File: config.mk
export PLATFORM = sky130hd
export DESIGN_NAME = lsu_mem_ctrl_flat
export DESIGN_NICKNAME = d
export VERILOG_FILES = /design/src/rtl/lsu_mem_ctrl_if.sv /design/src/rtl/lsu_mem_ctrl.sv /design/src/flat_wrapper.sv
export SDC_FILE = /design/constraint.sdc
export NUM_CORES = 1
export LEC_CHECK = 0
export CAP_MARGIN = 20
export CORE_AREA = 5 5 179 181
export CTS_CLUSTER_DIAMETER = 150
export DETAILED_ROUTE_END_ITERATION = 12
export DIE_AREA = 0 0 184 186
export GPL_TIMING_DRIVEN = 0
export PLACE_DENSITY = 0.72
export SYNTH_ARGS = -nofsm -noshare
export SYNTH_HDL_FRONTEND = slang
export SYNTH_SLANG_ARGS = --single-unit
File: constraint.sdc
create_clock -name clk -period 4.4 [get_ports clk]
set_clock_uncertainty 0.2 [all_clocks]
set_input_delay 0.44 -clock clk [delete_from_list [all_inputs] [get_ports clk]]
set_output_delay 0.44 -clock clk [all_outputs]
set_load 0.005 [all_outputs]
File: src/rtl/lsu_mem_ctrl_if.sv
// ----------------------------------------------------------------------------
// lsu_mem_ctrl_if
// Bundles the three buses around the LSU memory controller:
//   req_*  : EXU -> controller load/store request (valid/ready)
//   resp_* : controller -> EXU load data / store ack (valid/ready)
//   mem_*  : controller -> memory model strobes, aligned address, data, mask
// Modports:
//   slave  : the controller's view (consumes requests, drives memory side)
//   master : the environment's view (EXU plus memory model)
// ----------------------------------------------------------------------------
interface lsu_mem_ctrl_if;
  logic        req_valid;
  logic        req_ready;
  logic        req_load;
  logic [63:0] req_addr;
  logic [63:0] req_wdata;
  logic [1:0]  req_size;
  logic        req_signed;

  logic        resp_valid;
  logic        resp_ready;
  logic [63:0] resp_rdata;
  logic        resp_misalign;

  logic        mem_ren;
  logic        mem_wen;
  logic [63:0] mem_raddr;
  logic [63:0] mem_rdata;
  logic [63:0] mem_waddr;
  logic [63:0] mem_wdata;
  logic [7:0]  mem_mask;

  modport slave (
    input  req_valid, req_load, req_addr, req_wdata, req_size, req_signed,
    output req_ready,
    output resp_valid, resp_rdata, resp_misalign,
    input  resp_ready,
    output mem_ren, mem_wen, mem_raddr, mem_waddr, mem_wdata, mem_mask,
    input  mem_rdata
  );

  modport master (
    output req_valid, req_load, req_addr, req_wdata, req_size, req_signed,
    input  req_ready,
    input  resp_valid, resp_rdata, resp_misalign,
    output resp_ready,
    input  mem_ren, mem_wen, mem_raddr, mem_waddr, mem_wdata, mem_mask,
    output mem_rdata
  );
endinterface

File: src/rtl/lsu_mem_ctrl.sv
// ----------------------------------------------------------------------------
// lsu_mem_ctrl
// Initiator side of the DPI memory port. Takes one load/store at a time from
// the EXU, issues a single aligned 64-bit strobe (ren or wen) to the memory
// model for MEM_LAT cycles, then returns lane-extracted, sign/zero-extended
// load data (or a zero store ack) on the response channel. Misaligned
// requests skip the memory entirely and respond with resp_misalign=1.
// Ports:
//   clk    : clock, all state updates on posedge
//   rst_n  : synchronous reset, active low
//   bus    : lsu_mem_ctrl_if.slave (req_*, resp_*, mem_* signals)
// Parameters:
//   MEM_LAT : cycles the strobe is held high; rdata captured on the last (>=1)
// ----------------------------------------------------------------------------
module lsu_mem_ctrl #(
  parameter int MEM_LAT = 1
) (
  input  logic          clk,
  input  logic          rst_n,
  lsu_mem_ctrl_if.slave bus
);

  localparam int            CW       = (MEM_LAT > 1) ? $clog2(MEM_LAT) : 1;
  localparam logic [CW-1:0] CNT_INIT = CW'(MEM_LAT - 1);

  typedef enum logic [1:0] {
    ST_IDLE   = 2'd0,
    ST_ACCESS = 2'd1,
    ST_RESP   = 2'd2
  } state_t;

  state_t        r_state;
  state_t        w_state_next;

  logic [CW-1:0] r_cnt;
  logic          r_load;
  logic          r_signed;
  logic [1:0]    r_size;
  logic [2:0]    r_off;
  logic [63:0]   r_maddr;
  logic [63:0]   r_mwdata;
  logic [7:0]    r_mmask;
  logic [63:0]   r_resp_rdata;
  logic          r_resp_misalign;

  logic          w_accept;
  logic          w_misalign;
  logic          w_last;
  logic [7:0]    w_size_mask;
  logic [63:0]   w_shifted;
  logic [63:0]   w_extracted;

  assign w_accept = (r_state == ST_IDLE) && bus.req_valid;
  assign w_last   = (r_cnt == '0);

  // Natural alignment check on the incoming request.
  always_comb begin
    w_misalign = 1'b0;
    case (bus.req_size)
      2'd1:    w_misalign = bus.req_addr[0];
      2'd2:    w_misalign = |bus.req_addr[1:0];
      2'd3:    w_misalign = |bus.req_addr[2:0];
      default: w_misalign = 1'b0;
    endcase
  end

  always_comb begin
    w_size_mask = 8'hFF;
    case (bus.req_size)
      2'd0:    w_size_mask = 8'h01;
      2'd1:    w_size_mask = 8'h03;
      2'd2:    w_size_mask = 8'h0F;
      default: w_size_mask = 8'hFF;
    endcase
  end

  // Lane extraction straight from the memory bus so the extended value can
  // be registered on the capture edge (last strobe cycle).
  assign w_shifted = bus.mem_rdata >> {r_off, 3'b000};

  always_comb begin
    w_extracted = w_shifted;
    case (r_size)
      2'd0: w_extracted = r_signed ? {{56{w_shifted[7]}},  w_shifted[7:0]}
                                   : {56'd0, w_shifted[7:0]};
      2'd1: w_extracted = r_signed ? {{48{w_shifted[15]}}, w_shifted[15:0]}
                                   : {48'd0, w_shifted[15:0]};
      2'd2: w_extracted = r_signed ? {{32{w_shifted[31]}}, w_shifted[31:0]}
                                   : {32'd0, w_shifted[31:0]};
      default: w_extracted = w_shifted;
    endcase
  end

  // State register
  always_ff @(posedge clk) begin
    if (!rst_n) begin
      r_state <= ST_IDLE;
    end else begin
      r_state <= w_state_next;
    end
  end

  // Next state and handshake/strobe outputs. Strobes are decoded from the
  // state register, so a reset edge drops them immediately.
  always_comb begin
    w_state_next   = r_state;
    bus.req_ready  = 1'b0;
    bus.resp_valid = 1'b0;
    bus.mem_ren    = 1'b0;
    bus.mem_wen    = 1'b0;
    case (r_state)
      ST_IDLE: begin
        bus.req_ready = 1'b1;
        if (bus.req_valid) begin
          w_state_next = w_misalign ? ST_RESP : ST_ACCESS;
        end
      end
      ST_ACCESS: begin
        bus.mem_ren = r_load;
        bus.mem_wen = ~r_load;
        if (w_last) begin
          w_state_next = ST_RESP;
        end
      end
      ST_RESP: begin
        bus.resp_valid = 1'b1;
        if (bus.resp_ready) begin
          w_state_next = ST_IDLE;
        end
      end
      default: w_state_next = ST_IDLE;
    endcase
  end

  // Request latch, countdown and response capture. Memory-side address,
  // data and mask only change on an aligned accept, so they hold their last
  // value while idle.
  always_ff @(posedge clk) begin
    if (!rst_n) begin
      r_cnt           <= '0;
      r_load          <= 1'b0;
      r_signed        <= 1'b0;
      r_size          <= 2'd0;
      r_off           <= 3'd0;
      r_maddr         <= 64'd0;
      r_mwdata        <= 64'd0;
      r_mmask         <= 8'd0;
      r_resp_rdata    <= 64'd0;
      r_resp_misalign <= 1'b0;
    end else if (w_accept) begin
      r_load          <= bus.req_load;
      r_signed        <= bus.req_signed;
      r_size          <= bus.req_size;
      r_off           <= bus.req_addr[2:0];
      r_resp_rdata    <= 64'd0;
      r_resp_misalign <= w_misalign;
      if (!w_misalign) begin
        r_cnt    <= CNT_INIT;
        r_maddr  <= {bus.req_addr[63:3], 3'b000};
        r_mwdata <= bus.req_wdata << {bus.req_addr[2:0], 3'b000};
        r_mmask  <= w_size_mask << bus.req_addr[2:0];
      end
    end else if (r_state == ST_ACCESS) begin
      if (w_last) begin
        if (r_load) begin
          r_resp_rdata <= w_extracted;
        end
      end else begin
        r_cnt <= r_cnt - CW'(1);
      end
    end
  end

  assign bus.mem_raddr     = r_maddr;
  assign bus.mem_waddr     = r_maddr;
  assign bus.mem_wdata     = r_mwdata;
  assign bus.mem_mask      = r_mmask;
  assign bus.resp_rdata    = r_resp_rdata;
  assign bus.resp_misalign = r_resp_misalign;

endmodule

File: src/flat_wrapper.sv
// flat-port wrapper written by rule: the top's interface ports become plain ports
module lsu_mem_ctrl_flat 
#(
  parameter int MEM_LAT = 1
)
  (clk, rst_n, bus_req_valid, bus_req_load, bus_req_addr, bus_req_wdata, bus_req_size, bus_req_signed, bus_req_ready, bus_resp_valid, bus_resp_rdata, bus_resp_misalign, bus_resp_ready, bus_mem_ren, bus_mem_wen, bus_mem_raddr, bus_mem_waddr, bus_mem_wdata, bus_mem_mask, bus_mem_rdata);
  lsu_mem_ctrl_if bus_i ();
  input  logic clk;
  input  logic rst_n;
  input wire logic [$bits(bus_i.req_valid)-1:0] bus_req_valid;
  input wire logic [$bits(bus_i.req_load)-1:0] bus_req_load;
  input wire logic [$bits(bus_i.req_addr)-1:0] bus_req_addr;
  input wire logic [$bits(bus_i.req_wdata)-1:0] bus_req_wdata;
  input wire logic [$bits(bus_i.req_size)-1:0] bus_req_size;
  input wire logic [$bits(bus_i.req_signed)-1:0] bus_req_signed;
  output wire logic [$bits(bus_i.req_ready)-1:0] bus_req_ready;
  output wire logic [$bits(bus_i.resp_valid)-1:0] bus_resp_valid;
  output wire logic [$bits(bus_i.resp_rdata)-1:0] bus_resp_rdata;
  output wire logic [$bits(bus_i.resp_misalign)-1:0] bus_resp_misalign;
  input wire logic [$bits(bus_i.resp_ready)-1:0] bus_resp_ready;
  output wire logic [$bits(bus_i.mem_ren)-1:0] bus_mem_ren;
  output wire logic [$bits(bus_i.mem_wen)-1:0] bus_mem_wen;
  output wire logic [$bits(bus_i.mem_raddr)-1:0] bus_mem_raddr;
  output wire logic [$bits(bus_i.mem_waddr)-1:0] bus_mem_waddr;
  output wire logic [$bits(bus_i.mem_wdata)-1:0] bus_mem_wdata;
  output wire logic [$bits(bus_i.mem_mask)-1:0] bus_mem_mask;
  input wire logic [$bits(bus_i.mem_rdata)-1:0] bus_mem_rdata;
  assign bus_i.req_valid = bus_req_valid;
  assign bus_i.req_load = bus_req_load;
  assign bus_i.req_addr = bus_req_addr;
  assign bus_i.req_wdata = bus_req_wdata;
  assign bus_i.req_size = bus_req_size;
  assign bus_i.req_signed = bus_req_signed;
  assign bus_req_ready = bus_i.req_ready;
  assign bus_resp_valid = bus_i.resp_valid;
  assign bus_resp_rdata = bus_i.resp_rdata;
  assign bus_resp_misalign = bus_i.resp_misalign;
  assign bus_i.resp_ready = bus_resp_ready;
  assign bus_mem_ren = bus_i.mem_ren;
  assign bus_mem_wen = bus_i.mem_wen;
  assign bus_mem_raddr = bus_i.mem_raddr;
  assign bus_mem_waddr = bus_i.mem_waddr;
  assign bus_mem_wdata = bus_i.mem_wdata;
  assign bus_mem_mask = bus_i.mem_mask;
  assign bus_i.mem_rdata = bus_mem_rdata;
  lsu_mem_ctrl #(.MEM_LAT(MEM_LAT)) u_core (.clk(clk), .rst_n(rst_n), .bus(bus_i));
endmodule
-- Word-level counts from Yosys, hierarchy flattened
Cells that the tools add are included.
- mux-type cells: 19
- reductions and logical operators: 12
- bitwise logic cells: 4
- eq/ne operators: 11
- shift operators: 3
- add/sub/neg operators: 1
- operator list (kind ; count):
    $mux 64 ; 3
    $pmux 64 s3 ; 1
    $shl 64x6->64 ; 1
    $shr 64x6->64 ; 1
    $pmux 8 s3 ; 1
    $eq 2x2->1 const B ; 4
    $mux 1 ; 8
    $mux 2 ; 4
    $ne 2x2->1 const B ; 4
    $shl 8x3->8 ; 1
    $eq 2x1->1 const B ; 3
    $logic_not 2->1 ; 3
    $pmux 2 s3 ; 1
    $reduce_and 3->1 ; 2
    $not 1->1 ; 4
    $reduce_and 2->1 ; 2
    $reduce_or 2->1 ; 2
    $pmux 1 s3 ; 1
    $reduce_or 3->1 ; 1
    $reduce_bool 2->1 ; 1
    $logic_and 1x1->1 ; 1
    $sub 1x1->1 const B ; 1
- flip-flop bits (word level): 208

-- Depth between registers and ports, before layout
- word-level depth: 5
- mapped depth: 9
- depth with buffers taken out: 6

-- Worst setup path after synthesis
OpenSTA, ideal clock, no wires.
- path type: input -> register
- start point: input port bus_req_addr[1]
- end point: register u_core.r_mwdata[49] (netlist: u_core.bus.mem_wdata[49])
- data arrival time: 1.768 ns
- required time: 4.072 ns
- buffers on the path: 3
- stages on the path: 6
- path slack: 2.304 ns
- library setup time: 0.128 ns
- cells stage by stage: clkbuf_1 -> buf_2 -> buf_1 -> mux4_2 -> mux2i_1 -> o21ai_0
- word-level cells in the longest chain between the ends: 4
- elaborated cells on any way between the ends: 6
- ends and longest elaborated chain (element ; line ; RTL):
    start, declared ; flat_wrapper.sv:12 ; input wire logic [$bits(bus_i.req_addr)-1:0] bus_req_addr;
    parallel branches: the longest is 4 deep, another holds $shl 64x6->64 ; -- ;
    end signal, assigned ; lsu_mem_ctrl.sv:160 ; r_mwdata <= bus.req_wdata << {bus.req_addr[2:0], 3'b000};
    end, declared ; lsu_mem_ctrl.sv:41 ; logic [63:0] r_mwdata;
Parallel ways; which one is timed is not known.
A chain may end at the register's enable or synchronous reset.

-- Worst setup path after layout
- start point: register u_core.r_state[0]
- end point: output port bus_mem_ren
- word-level cells in the longest chain between the ends: 2
- ends and longest elaborated chain (element ; line ; RTL):
    start, declared ; lsu_mem_ctrl.sv:32 ; state_t r_state;
    start signal, assigned ; lsu_mem_ctrl.sv:99 ; r_state <= w_state_next;
    $eq 2x1->1 ; lsu_mem_ctrl.sv:111 ; case (r_state)
    $mux 1 ; lsu_mem_ctrl.sv:111 ;
    end, declared ; flat_wrapper.sv:21 ; output wire logic [$bits(bus_i.mem_ren)-1:0] bus_mem_ren;
No other way between the ends.

==> reports/metrics.cfg <==
[synth]
async_reset_ff_frac=0
synth_cells=1107
ys_ff_latch=207
netlist-cell-type-count=53
yosysTopAreaCell=dfxtp_1
synth_area_um2=10800
yosys.area.top_type_share=0.384
synthMostInstantiatedCell=dfxtp_1
seq_area_frac_synth=0.384
synthTopCellsByArea=dfxtp_1 (38%), mux4_2 (9.0%), mux2i_1 (8.8%)
synthTopCellsByCount=dfxtp_1 (207), o21ai_0 (127), nand2_1 (99)
synth_edf_count=0
syn_avg_cell_area_um2=9.76
ys_warn_count=0
synth_flop_cell=dfxtp_1

[route]
wire_per_inst_um=24.7
wl_met1_mm=18.3
dr.first_iter.drc_count=1034
drt_pass1_iterations=5
vias_per_cell=5.54
wl_met3_mm=5.53
met2_length_mm=23.2
dr.max_layer_used=met5
vias=11100
drc=0
postRouteAntennaNets=0
wl_mm=49.5

[floorplan]
design.core.area_um2=30300
ioPinCount=469
start_util=0.357
rows=64
die_w_um=184
fp.dieH_um=186
die-area_um2=34200

[sta]
min_period_ps=3170
max_slew_margin=0.318
timing.final.hold_violations=0
worst_pin_slew_ps=1020
fmax_ghz=0.316
fin_crit_sh=0.720
setup_tns_ps=0
setup_viol=0
whs_ps=154
final_max_slew_viol_count=0
grt_setup_unrepaired=no

[critical_path]
critPathCapture=bus_mem_ren
r2r-end=u_core.bus.resp_rdata[11]
path_class=register to output pin
crit_start=u_core.r_state[0]
ff2ff_setup_slack_ps=1730
cp.required_ps=3760
reg2regPathDepth=7
cp.arrival_ps=2530
end_kind=output pin
worstReg2RegStart=u_core.r_state[0]
worst_setup_path_start_kind=register
cp_max_fo=10

[status]
outcome=finished clean

[clock_tree]
ctsHoldBuffers=0
cts_made_buffers=24
htree_num_levels=1
tritoncts=done
clockBufferDepth=3
cts_root_buf=clkbuf_16
insertion_delay_ps=520
cts_resized=0
cts_setup_buffers=0
cts.sinks=207
clkTransAtPathRegs_ps=60

[pwr]
powerDensity_nw_per_um2=299
power_leakage_nw=6.19
power_mw=4.97
peakVddDrop_mv=0.225

[grt]
grt_max_degree=13
grt_pass1_wl_mm=70.3
grt_usage=0.269
grt_pass1_vias=11200
antenna_found_initial=5
overflow=0

[final_layout]
diodes=0
drive_above_1_share=0.147
syn_to_final_growth_pct=53.8
final_nets=1796
postLayoutCellArea_um2=16600

[worst_hold_path]
min_path_type=input port to register

[place]
hpwlAfterDp_mm=38.9
routabilityCongestion=0.983
post_dp_cell_area_um2=15900
portBuffers=458

[job]
cap_violations=0

==> cells in the final DEF (no fill, tap or decap), drive strengths merged, types with 4 or more instances in the layout <==
cell,n
clkinv,11
nor2b,22
nand2,100
a2bb2oi,7
dfxtp,207
nand2b,14
mux2i,95
mux4,47
clkdlybuf4s50,458
inv,7
nor4,6
buf,119
a211oi,32
a22o,97
clkbuf,73
and2,7
or2b,4
nor2,41
a31oi,8
conb,6
nor3,4
o21ai,128
a21oi,92
==> logic make-up after synthesis <==
family                 synth area share
DFF                               0.384
AOI/OAI and AO/OA                 0.236
other                          0.000347
and+or+nand+nor                  0.0974
buffers and inverters            0.0935
muxes                             0.190
==> worst max-delay path: stages (launching register included) <==
cell	delay, ps
dfxtp_1	410
nand3b_1	250
clkinv_1	270
buf_1	460
clkdlybuf4s50_1	620
==> per-stage QoR <==
stage	cells	util	worst slack, ps
6_report	2007	0.549	1230
5_1_grt	2007	0.549	1070
4_1_cts	2007	0.549	1210
3_5_place_dp	1966	0.525	1310
3_3_place_gp	1966	0.525	1330
2_1_floorplan	1112	-	2300
==> area by class of cell <==
cell class	instances	area, µm²
fillers	2749	13700
inverters	9	33.8
clock buffers	30	644
multi-input cells	734	5670
clock inverters	11	63.8
plain buffers	162	976
flip-flops and latches	207	4140
well taps	396	495
repair buffers	458	4580
==> state kept, by name, summed over array words and instances, names as in the netlist <==
register / cells
u_core.bus.mem_raddr: 61
u_core.r_size: 2
u_core.bus.mem_wdata: 64
u_core.bus.resp_rdata: 64
u_core.r_signed: 1
u_core.bus.resp_misalign: 1
u_core.r_off: 3
u_core.bus.mem_mask: 8
u_core.r_state: 2
u_core.r_load: 1
==> how the worst min path moves through the flow <==
| stage | from | endpoint | slack [ps] | depth (start not counted) |
|---|---|---|---|---|
| 5_1_grt | bus_req_size[1] | u_core.r_size[1] | 190 | 3 |
| 6_report | bus_req_size[0] | u_core.r_size[0] | 150 | 3 |
| 3_3_place_gp | u_core.bus.mem_mask[3] | u_core.bus.mem_mask[3] | 230 | 2 |
| 4_1_cts | bus_req_size[0] | u_core.r_size[0] | 140 | 3 |
| 3_5_place_dp | u_core.bus.mem_wdata[33] | u_core.bus.mem_wdata[33] | 250 | 2 |
| 2_1_floorplan | u_core.bus.mem_mask[3] | u_core.bus.mem_mask[3] | 250 | 2 |
==> layer usage <==
layer / global-route usage / up-vias
met2: 0.443 / 735
met1: 0.326 / 5260
met4: 0.120 / 10
met3: 0.0831 / 138
met5: 0 / -
li1: - / 4980
==> power breakdown <==
group	switching (mW)	internal (mW)	leakage, nW	total [mW]
combinational	0.517	0.585	4.16	1.10
clock	0.831	1.04	0.350	1.87
sequential	0.0579	1.94	1.68	2.00
Power figures use the tool's default switching activity.
